===== config.mk =====
export PLATFORM = sky130hd
export DESIGN_NAME = weight_feeder
export DESIGN_NICKNAME = d
export VERILOG_FILES = /design/src/rtl/weight_feeder_pkg.sv /design/src/rtl/weight_tile_buffer.sv /design/src/rtl/weight_feeder.sv
export SDC_FILE = /design/constraint.sdc
export NUM_CORES = 2
export LEC_CHECK = 0
export BUFFER_PORTS_ARGS = -buffer_cell sky130_fd_sc_hd__buf_2
export CAP_MARGIN = 15
export CORE_MARGIN = 5
export CORE_UTILIZATION = 44
export DETAILED_ROUTE_END_ITERATION = 16
export GPL_TIMING_DRIVEN = 0
export PLACE_DENSITY = 0.73
export SETUP_SLACK_MARGIN = 0.05
export SYNTH_ARGS = -nofsm -noshare
export SYNTH_HDL_FRONTEND = slang
export SYNTH_SLANG_ARGS = --single-unit

===== constraint.sdc =====
create_clock -name clock -period 6.7 [get_ports clock]
set_clock_uncertainty 0.2 [all_clocks]
set_input_delay 0.335 -clock clock [delete_from_list [all_inputs] [get_ports clock]]
set_output_delay 0.335 -clock clock [all_outputs]
set_load 0.02 [all_outputs]

===== src/rtl/weight_feeder_pkg.sv =====
// Shared sizing constants and FSM encoding for the weight feeder.
// Imported by the tile buffer and the feeder top.
package weight_feeder_pkg;

    localparam int DATA_SIZE  = 8;
    localparam int MAC_WIDTH  = 8;
    localparam int ADDR_WIDTH = 16;

    localparam int NUM_MACS   = MAC_WIDTH * MAC_WIDTH;
    localparam int ROW_BITS   = MAC_WIDTH * DATA_SIZE;
    localparam int ALL_BITS   = NUM_MACS * DATA_SIZE;
    localparam int ROW_IDX_W  = $clog2(MAC_WIDTH);

    typedef enum logic [1:0] {
        ST_IDLE,
        ST_FETCH,
        ST_WAIT,
        ST_READY
    } wf_state_e;

endpackage


===== src/rtl/weight_tile_buffer.sv =====
// 8x8 weight store: one full-row write port, every entry readable
// in parallel. Entry (r,c) appears at flat slice r*MAC_WIDTH+c.
module weight_tile_buffer
    import weight_feeder_pkg::*;
(
    input  logic                 clock,
    input  logic                 reset,
    input  logic                 wr_en,
    input  logic [ROW_IDX_W-1:0] wr_row,
    input  logic [ROW_BITS-1:0]  wr_data,
    output logic [ALL_BITS-1:0]  rd_data
);

    logic [ROW_BITS-1:0] row_q [MAC_WIDTH];

    // Row storage, cleared by reset, written one row per valid beat
    always_ff @(posedge clock) begin
        if (!reset) begin
            for (int r = 0; r < MAC_WIDTH; r++) begin
                row_q[r] <= '0;
            end
        end else if (wr_en) begin
            row_q[wr_row] <= wr_data;
        end
    end

    // Flatten rows so slice k = row*MAC_WIDTH+col lines up with MAC k
    always_comb begin
        rd_data = '0;
        for (int r = 0; r < MAC_WIDTH; r++) begin
            rd_data[r*ROW_BITS +: ROW_BITS] = row_q[r];
        end
    end

endmodule


===== src/rtl/weight_feeder.sv =====
// Fetches an 8x8 weight tile row by row from memory, then serves
// per-MAC level-sensitive weight requests from the buffered tile.
module weight_feeder
    import weight_feeder_pkg::*;
(
    input  logic                  clock,
    input  logic                  reset,
    input  logic                  load_start,
    input  logic [ADDR_WIDTH-1:0] load_base,
    output logic                  mem_rd_en,
    output logic [ADDR_WIDTH-1:0] mem_addr,
    input  logic [ROW_BITS-1:0]   mem_rd_data,
    input  logic                  mem_rd_valid,
    input  logic [NUM_MACS-1:0]   weights_request,
    output logic [ALL_BITS-1:0]   weights_data_out,
    output logic [NUM_MACS-1:0]   weights_ack,
    output logic                  tile_ready,
    output logic                  busy,
    output logic                  request_miss
);

    wf_state_e             state_q, state_d;
    logic [ROW_IDX_W-1:0]  row_q, row_d;
    logic [ADDR_WIDTH-1:0] base_q, base_d;
    logic [NUM_MACS-1:0]   ack_q;
    logic [ALL_BITS-1:0]   data_q, data_d;
    logic                  miss_q;
    logic                  buf_wr;
    logic                  serving;
    logic [ALL_BITS-1:0]   buf_rd;

    weight_tile_buffer u_buf (
        .clock   (clock),
        .reset   (reset),
        .wr_en   (buf_wr),
        .wr_row  (row_q),
        .wr_data (mem_rd_data),
        .rd_data (buf_rd)
    );

    // FSM, row counter and base address registers
    always_ff @(posedge clock) begin
        if (!reset) begin
            state_q <= ST_IDLE;
            row_q   <= '0;
            base_q  <= '0;
        end else begin
            state_q <= state_d;
            row_q   <= row_d;
            base_q  <= base_d;
        end
    end

    // Next-state logic; a single read in flight at any time
    always_comb begin
        state_d = state_q;
        row_d   = row_q;
        base_d  = base_q;
        unique case (state_q)
            ST_IDLE, ST_READY: begin
                if (load_start) begin
                    base_d  = load_base;
                    row_d   = '0;
                    state_d = ST_FETCH;
                end
            end
            ST_FETCH: state_d = ST_WAIT;
            ST_WAIT: begin
                if (mem_rd_valid) begin
                    if (row_q == ROW_IDX_W'(MAC_WIDTH - 1)) begin
                        state_d = ST_READY;
                    end else begin
                        row_d   = row_q + ROW_IDX_W'(1);
                        state_d = ST_FETCH;
                    end
                end
            end
            default: state_d = ST_IDLE;
        endcase
    end

    assign mem_rd_en  = (state_q == ST_FETCH);
    assign mem_addr   = base_q + ADDR_WIDTH'(row_q);
    assign buf_wr     = (state_q == ST_WAIT) && mem_rd_valid;
    assign busy       = (state_q == ST_FETCH) || (state_q == ST_WAIT);
    assign tile_ready = (state_q == ST_READY);
    assign serving    = (state_q == ST_READY);

    // Update only requested slices; others keep their last value
    always_comb begin
        data_d = data_q;
        for (int k = 0; k < NUM_MACS; k++) begin
            if (serving && weights_request[k]) begin
                data_d[k*DATA_SIZE +: DATA_SIZE] =
                    buf_rd[k*DATA_SIZE +: DATA_SIZE];
            end
        end
    end

    // Registered delivery: ack and data one cycle after the request
    always_ff @(posedge clock) begin
        if (!reset) begin
            ack_q  <= '0;
            data_q <= '0;
            miss_q <= 1'b0;
        end else begin
            ack_q  <= serving ? weights_request : '0;
            data_q <= data_d;
            miss_q <= !serving && (|weights_request);
        end
    end

    assign weights_ack      = ack_q;
    assign weights_data_out = data_q;
    assign request_miss     = miss_q;

endmodule


==> metrics.txt <==
outcome complete, no violations; Crit. Startpoint row_q[0]; Die Wd approximately 320 um; Avg Cell Area, Syn 11.3 um^2; WS Path Type flip-flop to output pin; Worst-Skew Late Latency 710 ps; Final #Nets 4848; core area about 94000 um^2; Syn-to-layout area delta 25.4%; Period minus WS final about 3400 ps; placed inst area 47600 um^2; CP max FO 6; number of global-route vias before repair 32.1k; Slowest Stage Delay on Critical Path between 500 and 600 ps; Syn. warnings 0; Worst VDD drop 0.000223 V; postcts setup bufs 0; Slew @ Worst Pin 1280 ps; initial antenna violation count 35; Pins Over Slew Limit 0; HP Class primary input to flip-flop; FF+latch count, synth 1110; share of cells above drive strength 1 0.210; Netlist cell types 36; asr flop ratio synth 0; GRT Total Usage 0.331; cell total after placement 5724; per-cell routed wire length 28.7 um; first-pass GRT wire length between 200000 and 250000 um; Post-synth EDFFs a little over 500; Post-CTS Hold Buffers 104; clk buf depth 3; f_max 298 MHz; Vias between 30k and 40k; Design Area, Final 52300 um^2; min-delay src mem_rd_data[27]; num rows around 110; Die Ht around 320 um; Seq/Total Area, Yosys 0.656; placed wire-length estimate ~130000 um; Fin Setup TNS 0 ps; post-cts sizing count 0; CTS buffer count 111; Max-Cap Viols 0; Total Wirelength 174000 um; TritonCTS clock tree yes; post-synth design cell area about 42000 um^2; Mapped Cells 3702; Tot Pwr 14.3 mW; leak pwr roughly 21 nW; Arrival @ worst endpoint 2830 ps; Critical Path End Type output pin; CTS Root Cell clkbuf_16; # clock sinks 1110; Initial Util 0.445; Final Cycle Share 0.502; number of H-tree levels 3; DR vias/cell ~5.5; Syn Nets 3859; Reg-to-Reg Start state_q[0]; largest net degree at the start of global routing 43; I/O Buffers 743; Setup-failing EPs final 0; CP max stage cell dfxtp_1; die area 101000 um^2; TritonRoute pass-1 iters 5; DRT iter0 DRCs ~3.5k; pwr dens 274 nW/um^2; unrepaired setup endpoints after global routing no; IO Pins 744; clock-pin slew on the worst setup and hold paths around 70 ps; Data required, critical path 6160 ps; Remaining DRCs 0; final hold vios 0; final cell count without fillers 6060; gpl congestion 0.890; Critical Path Start Type flip-flop; Routed Antenna Nets 0; Main synth FF type dfxtp_1; grt ovf 0; CP Cell Sequence ha_1 -> fa_1 -> a21oi_1 -> nor4b_2 -> nand3_1 -> xnor2_1 -> buf_2; slew margin rel. 0.146
sequential cells by signal, summed over array words and instances, names as in the netlist:
| signal | flops |
|---|---|
| weights_ack | 64 |
| u_buf.row_q | 512 |
| request_miss | 1 |
| row_q | 3 |
| state_q | 2 |
| base_q | 16 |
| weights_data_out | 512 |
synthesized netlist by cell type, types with 2 or more instances:
library cell	count	area, um^2
nand2_1	615	2310
dfxtp_1	598	12000
a21boi_0	528	3960
nand3_1	518	2590
and2_1	516	3230
edfxtp_1	512	15400
clkbuf_1	212	796
and3_1	66	413
clkbuf_2	18	90.1
nor4_1	17	106
buf_2	12	60.1
xnor2_1	9	78.8
ha_1	8	100
buf_4	7	52.6
nand2b_1	6	37.5
nand4_1	6	37.5
nor2_4	6	67.6
o21ai_0	6	30.0
buf_6	5	56.3
nor2b_1	5	31.3
xor2_1	5	43.8
a21oi_1	4	20.0
inv_1	4	15.0
nor2_1	4	15.0
mux2i_1	3	30.0
nor3_2	2	20.0
worst max-delay path: cells and delay by family (launching register included):
family / cells / cell delay, ps
AOI/OAI and AO/OA: 1 / 120
DFF: 1 / 540
buffers and inverters: 1 / 200
xor gates and xnor gates: 1 / 180
and+or+nand+nor: 2 / 560
adders and majority gates: 2 / 530
layout by cell type, fill, tap and decap left out, drive strengths merged, types with 9 or more instances in the layout:
| cell | instances |
|---|---|
| buf | 796 |
| nand2 | 615 |
| dfxtp | 598 |
| a21boi | 528 |
| nand3 | 518 |
| and2 | 516 |
| edfxtp | 512 |
| clkbuf | 400 |
| dlygate4sd3 | 104 |
| and3 | 66 |
| clkinv | 32 |
| nor4 | 17 |
| diode | 16 |
| nor2 | 10 |
| xnor2 | 9 |
| inv | 9 |
cells by family after synthesis:
logic type                 count (synthesis)  share of synthesized area
adders and majority gates                  9                    0.00288
buffers and inverters                    258                     0.0257
DFF                                     1110                      0.656
AOI/OAI and AO/OA                        543                     0.0976
muxes                                      3                   0.000720
xor gates and xnor gates                  14                    0.00294
and+or+nand+nor                         1765                      0.214
per-layer routing:
metal,part of all wire,GRT usage,vias up
met2,0.46,0.535,1851
met5,0.00041,0,-
met3,0.11,0.0972,373
met4,0.049,0.139,12
met1,0.38,0.419,16400
li1,-,-,14800
path summary, 6_finish.rpt:
kind | end | slack [ps] | cells past startpoint
setup / recovery | mem_addr[14] | 3340 | 7
hold / removal | u_buf.row_q[4][27] | 50 | 2
setup reg to reg | u_buf.row_q[1][4] | 3400 | 7
hold reg to reg | weights_data_out[497] | 260 | 2
cell type report:
type | count | area (um^2)
clock buffer | 170 | 3210
sequential | 1110 | 27300
multi-input combinational | 2334 | 13400
inverter | 4 | 15.0
clock inverter | 42 | 333
tap | 1254 | 1570
fill | 8146 | 41300
antenna | 16 | 40.0
buffer | 254 | 1060
timing repair buffer | 876 | 5340
where the power goes:
part           total [mW]  internal (mW)  switching, mW  leakage [nW]
sequential           7.29           7.22         0.0649          10.1
combinational       0.929          0.253          0.676          8.80
clock                6.11           3.40           2.71          1.74
stage by stage:
step | hold WS, ps | worst slack [ps] | util
final | 49.1 | 3340 | 0.558
after global routing | 45.3 | 3180 | 0.558
after CTS | 17.1 | 3230 | 0.557
after detailed placement | 253 | 2960 | 0.508
after global placement | 249 | -3730 | 0.502
after floorplan | 247 | 418 | -
No activity file was read; power rests on OpenSTA's default activity.
